File: src/rtl/id_decode_queue.sv
// RV64I decode stage with a QDEPTH-entry raw-instruction queue between IF and EX.
// Latency 1 cycle IF->ID when the queue is empty and the output slot is free; otherwise 1 + queue occupancy.
// Backpressure: the output bundle holds while !ex_ready; if_ready drops when the queue is full.
// Optional: define ID_PERF_CNT_EN to add perf_issued/perf_stall counters.
module id_decode_queue #(
  parameter int XLEN   = 64,
  parameter int QDEPTH = 2
) (
  input  logic            clk,
  input  logic            rst_n,
  input  logic            flush,
  input  logic            if_valid,
  output logic            if_ready,
  input  logic [31:0]     if_inst,
  input  logic [XLEN-1:0] if_pc,
  output logic            id_valid,
  input  logic            ex_ready,
  output logic [XLEN-1:0] id_pc,
  output logic [4:0]      rs1_addr,
  output logic [4:0]      rs2_addr,
  output logic [4:0]      rd_addr,
  output logic            rs1_ena,
  output logic            rs2_ena,
  output logic            rd_ena,
  output logic [XLEN-1:0] imm,
  output logic [12:0]     op_info,
  output logic [9:0]      alu_info,
  output logic [7:0]      bj_info,
  output logic            is_word,
  output logic            mem_rd,
  output logic            mem_wr,
  output logic [1:0]      mem_size,
  output logic            mem_uns,
  output logic            illegal
`ifdef ID_PERF_CNT_EN
  ,
  output logic [31:0]     perf_issued,
  output logic [31:0]     perf_stall
`endif
);

  localparam int PW = $clog2(QDEPTH);
  localparam int CW = PW + 1;

  logic [31:0]     q_inst [QDEPTH];
  logic [XLEN-1:0] q_pc   [QDEPTH];
  logic [PW-1:0]   wr_ptr, rd_ptr;
  logic [CW-1:0]   count;

  logic q_empty, slot_free, enq, deq, bypass, q_push, load;
  logic [31:0]     d_inst;
  logic [XLEN-1:0] d_pc;

  // if_ready depends only on the count, so a full queue never accepts even while draining
  assign if_ready  = (count != CW'(QDEPTH));
  assign q_empty   = (count == '0);
  assign slot_free = !id_valid || ex_ready;
  assign enq       = if_valid && if_ready && !flush;
  assign deq       = !q_empty && slot_free && !flush;
  assign bypass    = q_empty && slot_free && enq;
  assign q_push    = enq && !bypass;
  assign load      = deq || bypass;
  assign d_inst    = q_empty ? if_inst : q_inst[rd_ptr];
  assign d_pc      = q_empty ? if_pc   : q_pc[rd_ptr];

  // Queue storage: payload only, validity is tracked by count
  always_ff @(posedge clk) begin
    if (q_push) begin
      q_inst[wr_ptr] <= if_inst;
      q_pc[wr_ptr]   <= if_pc;
    end
  end

  // Queue pointers and occupancy; flush empties the queue
  always_ff @(posedge clk or negedge rst_n) begin
    if (!rst_n) begin
      wr_ptr <= '0;
      rd_ptr <= '0;
      count  <= '0;
    end else if (flush) begin
      wr_ptr <= '0;
      rd_ptr <= '0;
      count  <= '0;
    end else begin
      if (q_push) wr_ptr <= wr_ptr + 1'b1;
      if (deq)    rd_ptr <= rd_ptr + 1'b1;
      count <= count + CW'(q_push) - CW'(deq);
    end
  end

  // ---------------- decode of the selected instruction ----------------
  logic [6:0]  opc;
  logic [2:0]  f3;
  logic [12:0] n_op;
  logic        c_load, c_fence, c_arith, c_auipc, c_arithw, c_store, c_r;
  logic        c_lui, c_rw, c_branch, c_jalr, c_jal, c_sys;

  assign opc = d_inst[6:0];
  assign f3  = d_inst[14:12];

  // One-hot opcode class; no bit set means an unsupported opcode
  always_comb begin
    n_op = '0;
    case (opc)
      7'h03:   n_op[0]  = 1'b1;
      7'h0f:   n_op[1]  = 1'b1;
      7'h13:   n_op[2]  = 1'b1;
      7'h17:   n_op[3]  = 1'b1;
      7'h1b:   n_op[4]  = 1'b1;
      7'h23:   n_op[5]  = 1'b1;
      7'h33:   n_op[6]  = 1'b1;
      7'h37:   n_op[7]  = 1'b1;
      7'h3b:   n_op[8]  = 1'b1;
      7'h63:   n_op[9]  = 1'b1;
      7'h67:   n_op[10] = 1'b1;
      7'h6f:   n_op[11] = 1'b1;
      7'h73:   n_op[12] = 1'b1;
      default: n_op = '0;
    endcase
  end

  assign {c_sys, c_jal, c_jalr, c_branch, c_rw, c_lui, c_r, c_store,
          c_arithw, c_auipc, c_arith, c_fence, c_load} = n_op;

  logic [9:0]      n_alu;
  logic [7:0]      n_bj;
  logic [XLEN-1:0] n_imm;
  logic            n_r1e, n_r2e, n_rde;

  // ALU/branch class, immediate format and register enables
  always_comb begin
    n_alu = '0;
    n_bj  = '0;
    n_imm = '0;
    if (c_load | c_store | c_jal | c_jalr | c_lui | c_auipc) n_alu[0] = 1'b1;
    if (c_arith | c_arithw | c_r | c_rw) begin
      case (f3)
        3'd0: if ((c_r | c_rw) & d_inst[30]) n_alu[1] = 1'b1;
              else n_alu[0] = 1'b1;
        3'd1: n_alu[7] = 1'b1;
        3'd2: n_alu[2] = 1'b1;
        3'd3: n_alu[3] = 1'b1;
        3'd4: n_alu[4] = 1'b1;
        3'd5: if (d_inst[30]) n_alu[9] = 1'b1;
              else n_alu[8] = 1'b1;
        3'd6: n_alu[5] = 1'b1;
        3'd7: n_alu[6] = 1'b1;
        default: n_alu = '0;
      endcase
    end
    if (c_branch) begin
      case (f3)
        3'd0: begin n_alu[4] = 1'b1; n_bj[0] = 1'b1; end
        3'd1: begin n_alu[4] = 1'b1; n_bj[1] = 1'b1; end
        3'd4: begin n_alu[2] = 1'b1; n_bj[2] = 1'b1; end
        3'd5: begin n_alu[2] = 1'b1; n_bj[3] = 1'b1; end
        3'd6: begin n_alu[3] = 1'b1; n_bj[4] = 1'b1; end
        3'd7: begin n_alu[3] = 1'b1; n_bj[5] = 1'b1; end
        default: n_bj = '0;
      endcase
    end
    if (c_jalr) n_bj[6] = 1'b1;
    if (c_jal)  n_bj[7] = 1'b1;

    if (c_load | c_fence | c_arith | c_arithw | c_jalr | c_sys)
      n_imm = XLEN'($signed(d_inst[31:20]));
    else if (c_store)
      n_imm = XLEN'($signed({d_inst[31:25], d_inst[11:7]}));
    else if (c_branch)
      n_imm = XLEN'($signed({d_inst[31], d_inst[7], d_inst[30:25], d_inst[11:8], 1'b0}));
    else if (c_lui | c_auipc)
      n_imm = XLEN'($signed({d_inst[31:12], 12'b0}));
    else if (c_jal)
      n_imm = XLEN'($signed({d_inst[31], d_inst[19:12], d_inst[20], d_inst[30:21], 1'b0}));

    n_r1e = c_load | c_fence | c_arith | c_arithw | c_store | c_r | c_rw | c_branch | c_jalr | c_sys;
    n_r2e = c_store | c_r | c_rw | c_branch;
    n_rde = (c_load | c_arith | c_auipc | c_arithw | c_r | c_lui | c_rw | c_jalr | c_jal | c_sys)
            && (d_inst[11:7] != 5'd0);
  end

  // Output register: loads on bypass or dequeue, holds under backpressure, cleared by flush
  always_ff @(posedge clk or negedge rst_n) begin
    if (!rst_n) begin
      id_valid <= 1'b0;
      id_pc    <= '0;
      rs1_addr <= '0;
      rs2_addr <= '0;
      rd_addr  <= '0;
      rs1_ena  <= 1'b0;
      rs2_ena  <= 1'b0;
      rd_ena   <= 1'b0;
      imm      <= '0;
      op_info  <= '0;
      alu_info <= '0;
      bj_info  <= '0;
      is_word  <= 1'b0;
      mem_rd   <= 1'b0;
      mem_wr   <= 1'b0;
      mem_size <= '0;
      mem_uns  <= 1'b0;
      illegal  <= 1'b0;
    end else if (flush) begin
      id_valid <= 1'b0;
    end else if (load) begin
      id_valid <= 1'b1;
      id_pc    <= d_pc;
      rs1_addr <= n_r1e ? d_inst[19:15] : 5'd0;
      rs2_addr <= n_r2e ? d_inst[24:20] : 5'd0;
      rd_addr  <= n_rde ? d_inst[11:7]  : 5'd0;
      rs1_ena  <= n_r1e;
      rs2_ena  <= n_r2e;
      rd_ena   <= n_rde;
      imm      <= n_imm;
      op_info  <= n_op;
      alu_info <= n_alu;
      bj_info  <= n_bj;
      is_word  <= c_arithw | c_rw;
      mem_rd   <= c_load;
      mem_wr   <= c_store;
      mem_size <= (c_load | c_store) ? f3[1:0] : 2'd0;
      mem_uns  <= c_load & f3[2];
      illegal  <= ~|n_op;
    end else if (slot_free) begin
      id_valid <= 1'b0;
    end
  end

`ifdef ID_PERF_CNT_EN
  // Handshake and stall counters; survive flush, wrap naturally
  always_ff @(posedge clk or negedge rst_n) begin
    if (!rst_n) begin
      perf_issued <= '0;
      perf_stall  <= '0;
    end else begin
      if (id_valid && ex_ready)  perf_issued <= perf_issued + 32'd1;
      if (id_valid && !ex_ready) perf_stall  <= perf_stall + 32'd1;
    end
  end
`endif

endmodule
File: config.mk
export PLATFORM = sky130hd
export DESIGN_NAME = id_decode_queue
export DESIGN_NICKNAME = d
export VERILOG_FILES = /design/src/rtl/id_decode_queue.sv
export SDC_FILE = /design/constraint.sdc
export NUM_CORES = 1
export LEC_CHECK = 0
export BUFFER_PORTS_ARGS = -buffer_cell sky130_fd_sc_hd__buf_4
export CORE_MARGIN = 1.5
export CORE_UTILIZATION = 59
export DETAILED_ROUTE_END_ITERATION = 12
export PLACE_DENSITY = 0.9
export SLEW_MARGIN = 10
export SYNTH_ARGS = -nofsm -noshare
export SYNTH_HDL_FRONTEND = slang
export SYNTH_SLANG_ARGS = --single-unit
File: constraint.sdc
create_clock -name clk -period 9.38 [get_ports clk]
set_input_delay 1.407 -clock clk [delete_from_list [all_inputs] [get_ports clk]]
set_output_delay 1.407 -clock clk [all_outputs]
set_load 0.01 [all_outputs]
# Word-level counts from Yosys, hierarchy flattened
# Memory sizes are Yosys's and may differ from the RTL's.
# Index checks and enable logic that the tools add are counted.
# word_totals
reg_bits	189
romBits	0
in_bits	101
ram_bits	192
latchBits	0
wordCells	168
n_memories	2
output_inout_bits	186
# classes
magnitude_cmp	0
bitwise_logic	37
add_sub_neg	4
n_eq_ne	21
n_mul	0
n_div	0
shift	0
mux	57
reduce_logical	26
# mem_list
memory	words	width	rd	rd_clocked_by_memory_dff	wr	line_no	text
q_pc	2	64	1	0	1	46	logic [XLEN-1:0] q_pc [QDEPTH];
q_inst	2	32	1	0	1	45	logic [31:0] q_inst [QDEPTH];
# ops
operator	n
two-way mux 64 bit	6
two-way mux 1 bit	40
OR 1 bit	34
two-way mux 32 bit	1
== test 7 x 6 -> 1 bit (second input constant)	4
== test 7 bit (second input constant)	4
== test 7 x 5 -> 1 bit (second input constant)	3
two-way mux 5 bit	3
OR reduction 13 bit	1
== test 3 bit (second input constant)	4
two-way mux 10 bit	1
logical AND 1 bit	8
two-way mux 2 bit	4
== test 7 x 2 -> 1 bit (second input constant)	1
== test 7 x 4 -> 1 bit (second input constant)	1
== test 3 x 2 -> 1 bit (second input constant)	2
two-way mux 6 bit	1
OR reduction 2 bit	3
zero test 1 bit	5
nonzero test 5 bit	1
nonzero test 2 bit	2
== test 3 x 1 -> 1 bit (second input constant)	1
zero test 3 bit	1
two-way mux 3 bit	1
other kinds (10)	13

# Depth between registers and ports, before layout
# Gate-level depths: netlist of the first run.
# depth
word_depth	15
ltp_mapped	12
depth_no_buf	8

# Least setup slack after synthesis of the first run
# OpenSTA, ideal clock, no wires.
# synth_path
kind	input -> register
start	input ex_ready
end	memory q_inst[0][0], enable pin
setup_time_ps	551
t_arrival_ps	6103
path_stages	4
path_buffers	0
path_slack_ps	2726
required_ps	8829
cell_sequence	nor2b_1 o211ai_1 or2_2 nor2_1
# synth_via
elab_chain_len	7
# synth_rtl
item	line_no	text
start: declaration	17	input logic ex_ready,
logical OR 1 bit	57	assign slot_free = !id_valid || ex_ready;
logical AND 1 bit (2 in series)	60	assign bypass = q_empty && slot_free && enq;
zero test 1 bit	61	assign q_push = enq && !bypass;
logical AND 1 bit	61	
two-way mux 1 bit	68	if (q_push) begin
two-way mux 1 bit (not written as such)	69	q_inst[wr_ptr] <= if_inst;
end: declaration	45	
# No other way between the ends.

# Worst setup path in the final report of the first run
# layout_path
start	register count[1]
end	register imm[23]
# layout_via
elab_chain_len	10
word_cells_on_any_way	45
cone_classes	12 x eq/ne; 17 x mux; 6 x bitwise; 10 x reduce/logical
# layout_rtl
item	line_no	text
start: declaration	48	logic [CW-1:0] count;
start signal: assignment	87	count <= count + CW'(q_push) - CW'(deq);
zero test 2 bit	56	assign q_empty = (count == '0);
two-way mux 32 bit	63	assign d_inst = q_empty ? if_inst : q_inst[rd_ptr];
== test 7 x 2 -> 1 bit or == test 7 x 4 -> 1 bit (tied branches)	104	case (opc)
two-way mux 1 bit	104	
OR 1 bit (5 in series)	165	if (c_load | c_fence | c_arith | c_arithw | c_jalr | c_sys)
two-way mux 64 bit	165	
end signal: assignment	214	imm <= n_imm;
end: declaration	25	output logic [XLEN-1:0] imm,
# Several ways; a longest one is shown, not always the timed one.
# A chain may end at the register's enable or synchronous reset.

==> metrics.cfg, run 1 <==
[run_status]
status = finished, final reports clean

[sta]
fin_crit_sh = 0.4337
worstMarginPinSlew_ns = 1.139
rsz0062_at_grt = no
setup_viol = 0
maxSlewHeadroom = 0.2380
drv_slew = 0
finalHoldViolCount = 0
period_needed_ns = 4.068
fmax_ghz = 0.2458
finalClockSkew_ns = 0.02281
setup_ws_ns = 5.312
fin_setup_tns_ns = 0

[placement]
placed_cell_area_um2 = 16410
place.port_buffers = 286
globalplace.congestion = 0.8317
dp_slack_ns = 5.110
hpwl_um = 22310
dp_cells = 1666

[synthesis]
syn_nets = 1257
synth_area_um2 = 14340
synthMuxAreaShare = 0.06789
ys.flop_type = edfxtp_1
synth-simple-area-share = 0.09599
synth_edf_count = 192
synth_area_leader_cell = edfxtp_1
synthAdderAreaFrac = 0.001745
netlist.area_leader.share = 0.4021
synth_area_leaders = edfxtp_1 (40%), dfrtp_1 (27%), mux2i_1 (6.6%)
ys_ff_latch = 345
ys_types = 59
synth_top_family_by_area = compound AO/OA/AOI/OAI gates
synthCells = 1154
ys_warn_count = 0
syn_avg_cell_area_um2 = 12.42
yosys.area_share.xor_xnor = 0.001833
synth_seq_area_share = 0.6692
synth_compound_area_frac = 0.1228
synthArstFlopShare = 0.4435

[global_route]
grt_use_total = 0.2706
overflow = 0
grt_max_degree = 99
grt_antenna_before_repair = 1
grt_pass1_wl_um = 53720
grt_pass1_vias = 9980

[clocking]
worstSkewPairLatency_ns = 0.52
cts_root_buffer = clkbuf_16
clk_pin_slew_ns = 0.06
cts_tree = built
clockBufferDepth = 3
hold_buffers = 0
post_cts_buffers = 0
h-tree-depth = 2
cts_buffers = 35
cts.sinks = 345
ctsResizeCount = 0

[floorplan]
rows = 56
coreArea_um2 = 23680
initial_core_util = 0.6054
die_area_um2 = 25240
die-height_um = 158.9
design.portCount = 287
dieWidth_um = 158.9

[cells_and_area]
syn_to_final_growth_pct = 22.28
layout_commonest_cell = buf_4
stdcell_count = 1730
final_cell_mix = buf_4 (293), edfxtp_1 (192), dfrtp_1 (152)
layout-drive-gt1-share = 0.2723
nets = 1487
final_cell_area_um2 = 17530

[detailed_routing]
drt_iter0_drc = 988
wirelength_um = 34440
routedWlPerCell_um = 19.91
final_antenna_net_count = 0
drt_pass1_iterations = 5
viasPerCell = 5.785
num_vias = 10008
drc = 0

[worst_setup_path]
reg2reg_slack_ns = 5.31
path_max_fanout = 89
r2r_end = imm[23]
rr_worst_depth = 8
path_class = reg -> reg
crit_family = buffers and inverters
worstSetupStartpointType = flop
reg2reg_from = count[1]
setup.worst_path.end = imm[23]
startpoint = count[1]
required_ns = 9.75
worstSetupPathDepth = 8
cp_slowest_cell = nor2_4
path_buf_inv = 3
worstPathArrival_ns = 4.44
slowest_delay_ns = 0.73
cp-end-kind = flop
cp_common_cell = buf_4
cp_cell_sequence = nor2_4 > buf_4 > buf_4 > nor2_1 > a21oi_1 > inv_1 > o21ai_4 > o21ai_2

[power]
comb_power_share = 0.399
p_seq_frac = 0.371
p_switching_mw = 2.230
total_power_mw = 5.868
p_leak_nw = 7.218
p_int_mw = 3.639
pwr-share-clk = 0.230
sw_frac_of_total = 0.3800
ir_drop_mv = 0.3054
power.density_nw_per_um2 = 334.7

[min_path]
worst_hold_path_type = reg -> reg

[run]
drv_cap = 0

## cell type report
type,instances,area [µm²]
multi-input cells,705,4195
flip-flops and latches,345,9598
well taps,319,399.1
clock buffers,47,1005
inverters,3,11.26
clock inverters,16,110.1
diodes,1,2.502
fillers,1529,6151
repair buffers,294,2211
## worst reg2reg max path, stage by stage (launching register included)
cell and delay, ns:
dfrtp_1 0.50, nor2_4 0.73, buf_4 0.60, buf_4 0.76, nor2_1 0.15, a21oi_1 0.46, inv_1 0.18, o21ai_4 0.43
o21ai_2 0.11
## routing by layer
layer | vias to the layer above | global-route usage | part of all wire
li1 | 4584 | - | -
met2 | 419 | 0.4472 | 0.49
met3 | 92 | 0.03527 | 0.060
met5 | - | 0 | 0
met4 | 0 | 0.1235 | 0.043
met1 | 4913 | 0.3605 | 0.40
## logic make-up (layout without fill, tap and decap cells)
| family | count (synthesis) | in the layout |
|---|---|---|
| XOR/XNOR | 3 | 3 |
| AND/OR/NAND/NOR | 325 | 325 |
| other | 0 | 1 |
| buffers and inverters | 104 | 360 |
| multiplexers | 97 | 97 |
| AO/OA/AOI/OAI | 278 | 278 |
| flip-flops | 345 | 345 |
| adder cells (fa/ha/maj) | 2 | 2 |
## stage by stage
step           utilization  hold slack, ns
6_report            0.7403          0.4768
5_1_grt             0.7403          0.5010
4_1_cts             0.7402          0.4803
3_5_place_dp        0.6931          0.4666
3_3_place_gp        0.6931          0.4624
2_1_floorplan            -          0.5046
## how the worst min path moves through the flow
stage	depth (start not counted)	endpoint	from	slack, ns
finish	2	id_pc[38]	id_pc[38]	0.48
global route	2	id_pc[58]	id_pc[58]	0.50
CTS	2	mem_size[0]	mem_size[0]	0.48
detailed placement	2	mem_size[0]	mem_size[0]	0.47
global placement	2	id_pc[35]	id_pc[35]	0.46
floorplan	2	mem_size[0]	mem_size[0]	0.50
## registers in the layout (all words and copies together) (netlist names), 2 cells and up
signal	cells
alu_info	10
bj_info	6
count	2
id_pc	64
imm	32
mem_size	2
op_info	13
q_inst	64
q_pc	128
rd_addr	5
rs1_addr	5
rs2_addr	5
## power groups by stage
stage | Sequential, mW | Clock, mW | Combinational [mW]
after floorplan | 2.23 | 0 | 1.50
after CTS | 2.18 | 1.36 | 2.34
after global placement | 2.19 | 0 | 2.23
final | 2.18 | 1.35 | 2.34
after detailed placement | 2.21 | 0 | 2.31
after global routing | 2.22 | 1.42 | 2.54
## cell usage after synthesis (2+ instances only)
library cell and n:
nor2b_1 3, nand2_1 144, o21ai_0 105, nor3_4 2, mux2_2 2, o31ai_1 5, nand3_1 7, a21oi_2 3
a21o_1 4, edfxtp_1 192, o21ai_2 10, a211oi_1 2, o21ai_1 3, buf_4 37, nor4_1 3, nand3b_1 2
inv_1 3, nor2_1 127, nand2b_1 2, nor3_1 18, o21a_1 4, a221o_1 10, o41ai_1 2, or3_1 2
a22oi_1 3, xnor2_1 2, mux2i_1 95, a31oi_1 4, buf_6 3, dfrtp_1 153, a32o_1 7, a21oi_1 86
ha_1 2, a21oi_4 2, buf_1 11, buf_2 24, a22o_1 17, nor3_2 3, clkbuf_1 26, and2_1 5
No activity file was read; power rests on OpenSTA's default activity.
==> inputs of run 2 (changes only) <==
--- a/config.mk
+++ b/config.mk
@@ -5,11 +5,12 @@
 export SDC_FILE = /design/constraint.sdc
 export NUM_CORES = 1
 export LEC_CHECK = 0
+export ABC_AREA = 1
 export BUFFER_PORTS_ARGS = -buffer_cell sky130_fd_sc_hd__buf_4
 export CORE_MARGIN = 1.5
-export CORE_UTILIZATION = 59
+export CORE_UTILIZATION = 55
 export DETAILED_ROUTE_END_ITERATION = 12
-export PLACE_DENSITY = 0.9
+export PLACE_DENSITY = 0.84
 export SLEW_MARGIN = 10
 export SYNTH_ARGS = -nofsm -noshare
 export SYNTH_HDL_FRONTEND = slang
==> constraint.sdc (replaced) <==
create_clock -name clk -period 4.2 [get_ports clk]
set_input_delay 0.63 -clock clk [delete_from_list [all_inputs] [get_ports clk]]
set_output_delay 0.63 -clock clk [all_outputs]
set_load 0.01 [all_outputs]
==> run 2 against run 1 <==
Net effect: clock skew shrank 0.010 ns; via count up 13%; setup slack worse by 4.5 ns; critical path depth is 4 higher; die area up 11%; critical path type unchanged.
==> metrics.cfg, run 2 <==
[global_route]
grt_busiest_layer = met2
use_met1 = 0.3519  ; -0.008589
overflow = 0  ; unchanged
grt_max_degree = 120  ; +21%
grt_pass1_wl_um = 57980  ; +7.9%
grt_use_total = 0.2610  ; -0.009559
met3_usage = 0.05531  ; +0.02004
grt_antenna_before_repair = 1  ; unchanged
grtUsageMet2 = 0.4293  ; -0.01782
grt_pass1_vias = 10997  ; +10%

[clocking]
hold_buffers = 0  ; unchanged
clockBufferDepth = 3  ; unchanged
cts_tree = built
h-tree-depth = 2  ; unchanged
clk_pin_slew_ns = 0.06  ; about the same
cts_buffers = 36  ; +2.9%
cts.sinks = 345  ; unchanged
ctsResizeCount = 0  ; unchanged
post_cts_buffers = 0  ; unchanged
worstSkewPairLatency_ns = 0.52  ; about the same
cts_root_buffer = clkbuf_16

[synthesis]
synth_most_common_cell = nand2_1
synth_area_um2 = 14880  ; +3.8%
synth_common_cells = nand2_1 (439), edfxtp_1 (192), dfrtp_1 (153), o21ai_0 (153), nand3_1 (122)
synthMuxAreaShare = 0  ; -0.06789
synth_area_leader_cell = edfxtp_1
synth_edf_count = 192  ; unchanged
ys_warn_count = 0  ; unchanged
syn_avg_cell_area_um2 = 10.27  ; -17%
syn_nets = 1552  ; +23%
synth_seq_area_share = 0.6449  ; -0.02426
synth-simple-area-share = 0.2130  ; +0.1170
ys_types = 38  ; -36%
netlist.area_leader.share = 0.3876  ; -0.01458
synth_top_family_by_area = simple AND/OR/NAND/NOR gates
ys_ff_latch = 345  ; unchanged
synth_area_leaders = edfxtp_1 (39%), dfrtp_1 (26%), nand2_1 (11%)
synth_compound_area_frac = 0.08192  ; -0.04087
synthArstFlopShare = 0.4435  ; unchanged
ys.flop_type = edfxtp_1
synthCells = 1449  ; +26%
yosys.area_share.xor_xnor = 0.001177  ; -0.0006552
synthAdderAreaFrac = 0.001682  ; -0.00006327

[floorplan]
initial_core_util = 0.5566  ; -0.04875
die-height_um = 167.5  ; +5.4%
rows = 60  ; +7.1%
die_area_um2 = 28040  ; +11%
dieWidth_um = 167.5  ; +5.4%
coreArea_um2 = 26730  ; +13%
design.portCount = 287  ; unchanged

[cells_and_area]
layout_commonest_cell = nand2_1
largest_reg_flops = 128  ; unchanged
stdcell_count = 2039  ; +18%
reg_top3 = q_pc (128), id_pc (64), q_inst (64)
largest-register = q_pc
multi_input_area_um2 = 4444  ; +5.9%
layout-drive-gt1-share = 0.2593  ; -0.01306
layout.area.seq_um2 = 9598  ; unchanged
syn_to_final_growth_pct = 21.68
nets = 1773  ; +19%
fillers = 1995  ; +30%
final_cell_mix = nand2_1 (439), buf_4 (293), edfxtp_1 (192)

[worst_setup_path]
worstSetupStartpointType = flop
cp_common_cell = nand2_1
path_class = reg -> reg
slowest_delay_ns = 0.98  ; +0.25 ns
startpoint = rd_ptr
worstPathArrival_ns = 3.79  ; -0.65 ns
cp_cell_sequence = inv_4 > nand2_1 > nand3_1 > nand2_1 > nand2_1 > nor2_2 > nand2_2 > nand3_4 > o21ai_2 > nand2_2 > nand2_1 > nand2_1
required_ns = 4.60  ; -5.15 ns
cp_slowest_cell = o21ai_2
crit_family = simple AND/OR/NAND/NOR gates
cp-end-kind = flop
path_buf_inv = 1  ; -2
worstSetupPathDepth = 12  ; +4
path_max_fanout = 45  ; -49%
rr_worst_depth = 12  ; +4
reg2reg_from = rd_ptr

[power]
ir_drop_mv = 0.4109  ; +35%
power.density_nw_per_um2 = 691.1  ; +110%
p_leak_nw = 8.137  ; +13%

[placement]
dp_cells = 1973  ; +18%
place.port_buffers = 286  ; unchanged
globalplace.congestion = 0.8780  ; +5.6%
hpwl_um = 24260  ; +8.8%

[sta]
fin_crit_sh = 0.8074  ; +0.3738
finalClockSkew_ns = 0.01271  ; -0.01011 ns
period_needed_ns = 3.391  ; -0.6767 ns
drv_slew = 0  ; unchanged
fmax_ghz = 0.2949  ; +20%
fin_setup_tns_ns = 0  ; unchanged
worstMarginPinSlew_ns = 1.269  ; +0.1299 ns
finalHoldViolCount = 0  ; unchanged
rsz0062_at_grt = no
maxSlewHeadroom = 0.1542  ; -0.08382
setup_viol = 0  ; unchanged

[run_status]
status = finished, final reports clean

[detailed_routing]
routedWlPerCell_um = 18.05  ; -9.3%
final_antenna_net_count = 0  ; unchanged
viasPerCell = 5.530  ; -4.4%
drt_iter0_drc = 1273  ; +29%
num_vias = 11276  ; +13%
drt_pass1_iterations = 6  ; +1
wirelength_um = 36800  ; +6.9%
drc = 0  ; unchanged

[min_path]
worst_hold_path_type = in -> async

[run]
drv_cap = 0  ; unchanged

## run 2: worst paths after layout
kind / to / slack, ns
max: imm[26] / 0.81
max reg2reg: imm[26] / 0.81
min reg2reg: id_pc[38] / 0.48
max in group asynchronous: id_pc[7] / 3.12
min: bj_info[5] / 0.15
min in group clk: q_pc[0][21] / 0.30
## run 2: layout make-up
type,instances,area share
antenna,1,0.0001382
clock buffer,48,0.05813
clock inverter,17,0.007119
inverter,45,0.009884
multi-input combinational,945,0.2455
sequential,345,0.5302
tap,341,0.02357
timing repair buffer,297,0.1254
## run 2: worst register-to-register path: stages (launching register included)
cell and delay (ns):
dfrtp_4 0.67, inv_4 0.45, nand2_1 0.14, nand3_1 0.11, nand2_1 0.14, nand2_1 0.16, nor2_2 0.14, nand2_2 0.14
nand3_4 0.11, o21ai_2 0.98, nand2_2 0.09, nand2_1 0.11, nand2_1 0.05
## run 2: kinds of logic after synthesis
logic type,after synthesis
AOI/OAI and AO/OA,229
xor gates and xnor gates,2
buffers and inverters,159
and+or+nand+nor,712
adders and majority gates,2
DFF,345
## run 2: metal layers
layer,up-vias,part of all wire
met5,-,0.00046
met4,2,0.025
met3,70,0.081
met2,482,0.48
met1,5437,0.41
li1,5285,-
## run 2: power by group
group | leakage [nW] | switching [mW] | internal, mW
logic | 3.81 | 2.83 | 1.69
registers | 3.74 | 0.490 | 4.37
clock network | 0.581 | 1.30 | 1.83
total | 8.14 | 4.62 | 7.89
## run 2: through the flow
stage                     cell area, µm²  utilization  worst slack, ns  hold WS (ns)  total power, mW
final                              18100       0.6773           0.8088        0.1540            12.51
after floorplan                    14880            -           -1.566        0.3344            7.710
after global placement             16920       0.6331           0.9289        0.4645            9.267
after detailed placement           16920       0.6331           0.8326        0.4671            9.417
after global routing               18100       0.6772           0.5592        0.2147            13.24
after CTS                          18100       0.6772           0.8202        0.1749            12.57
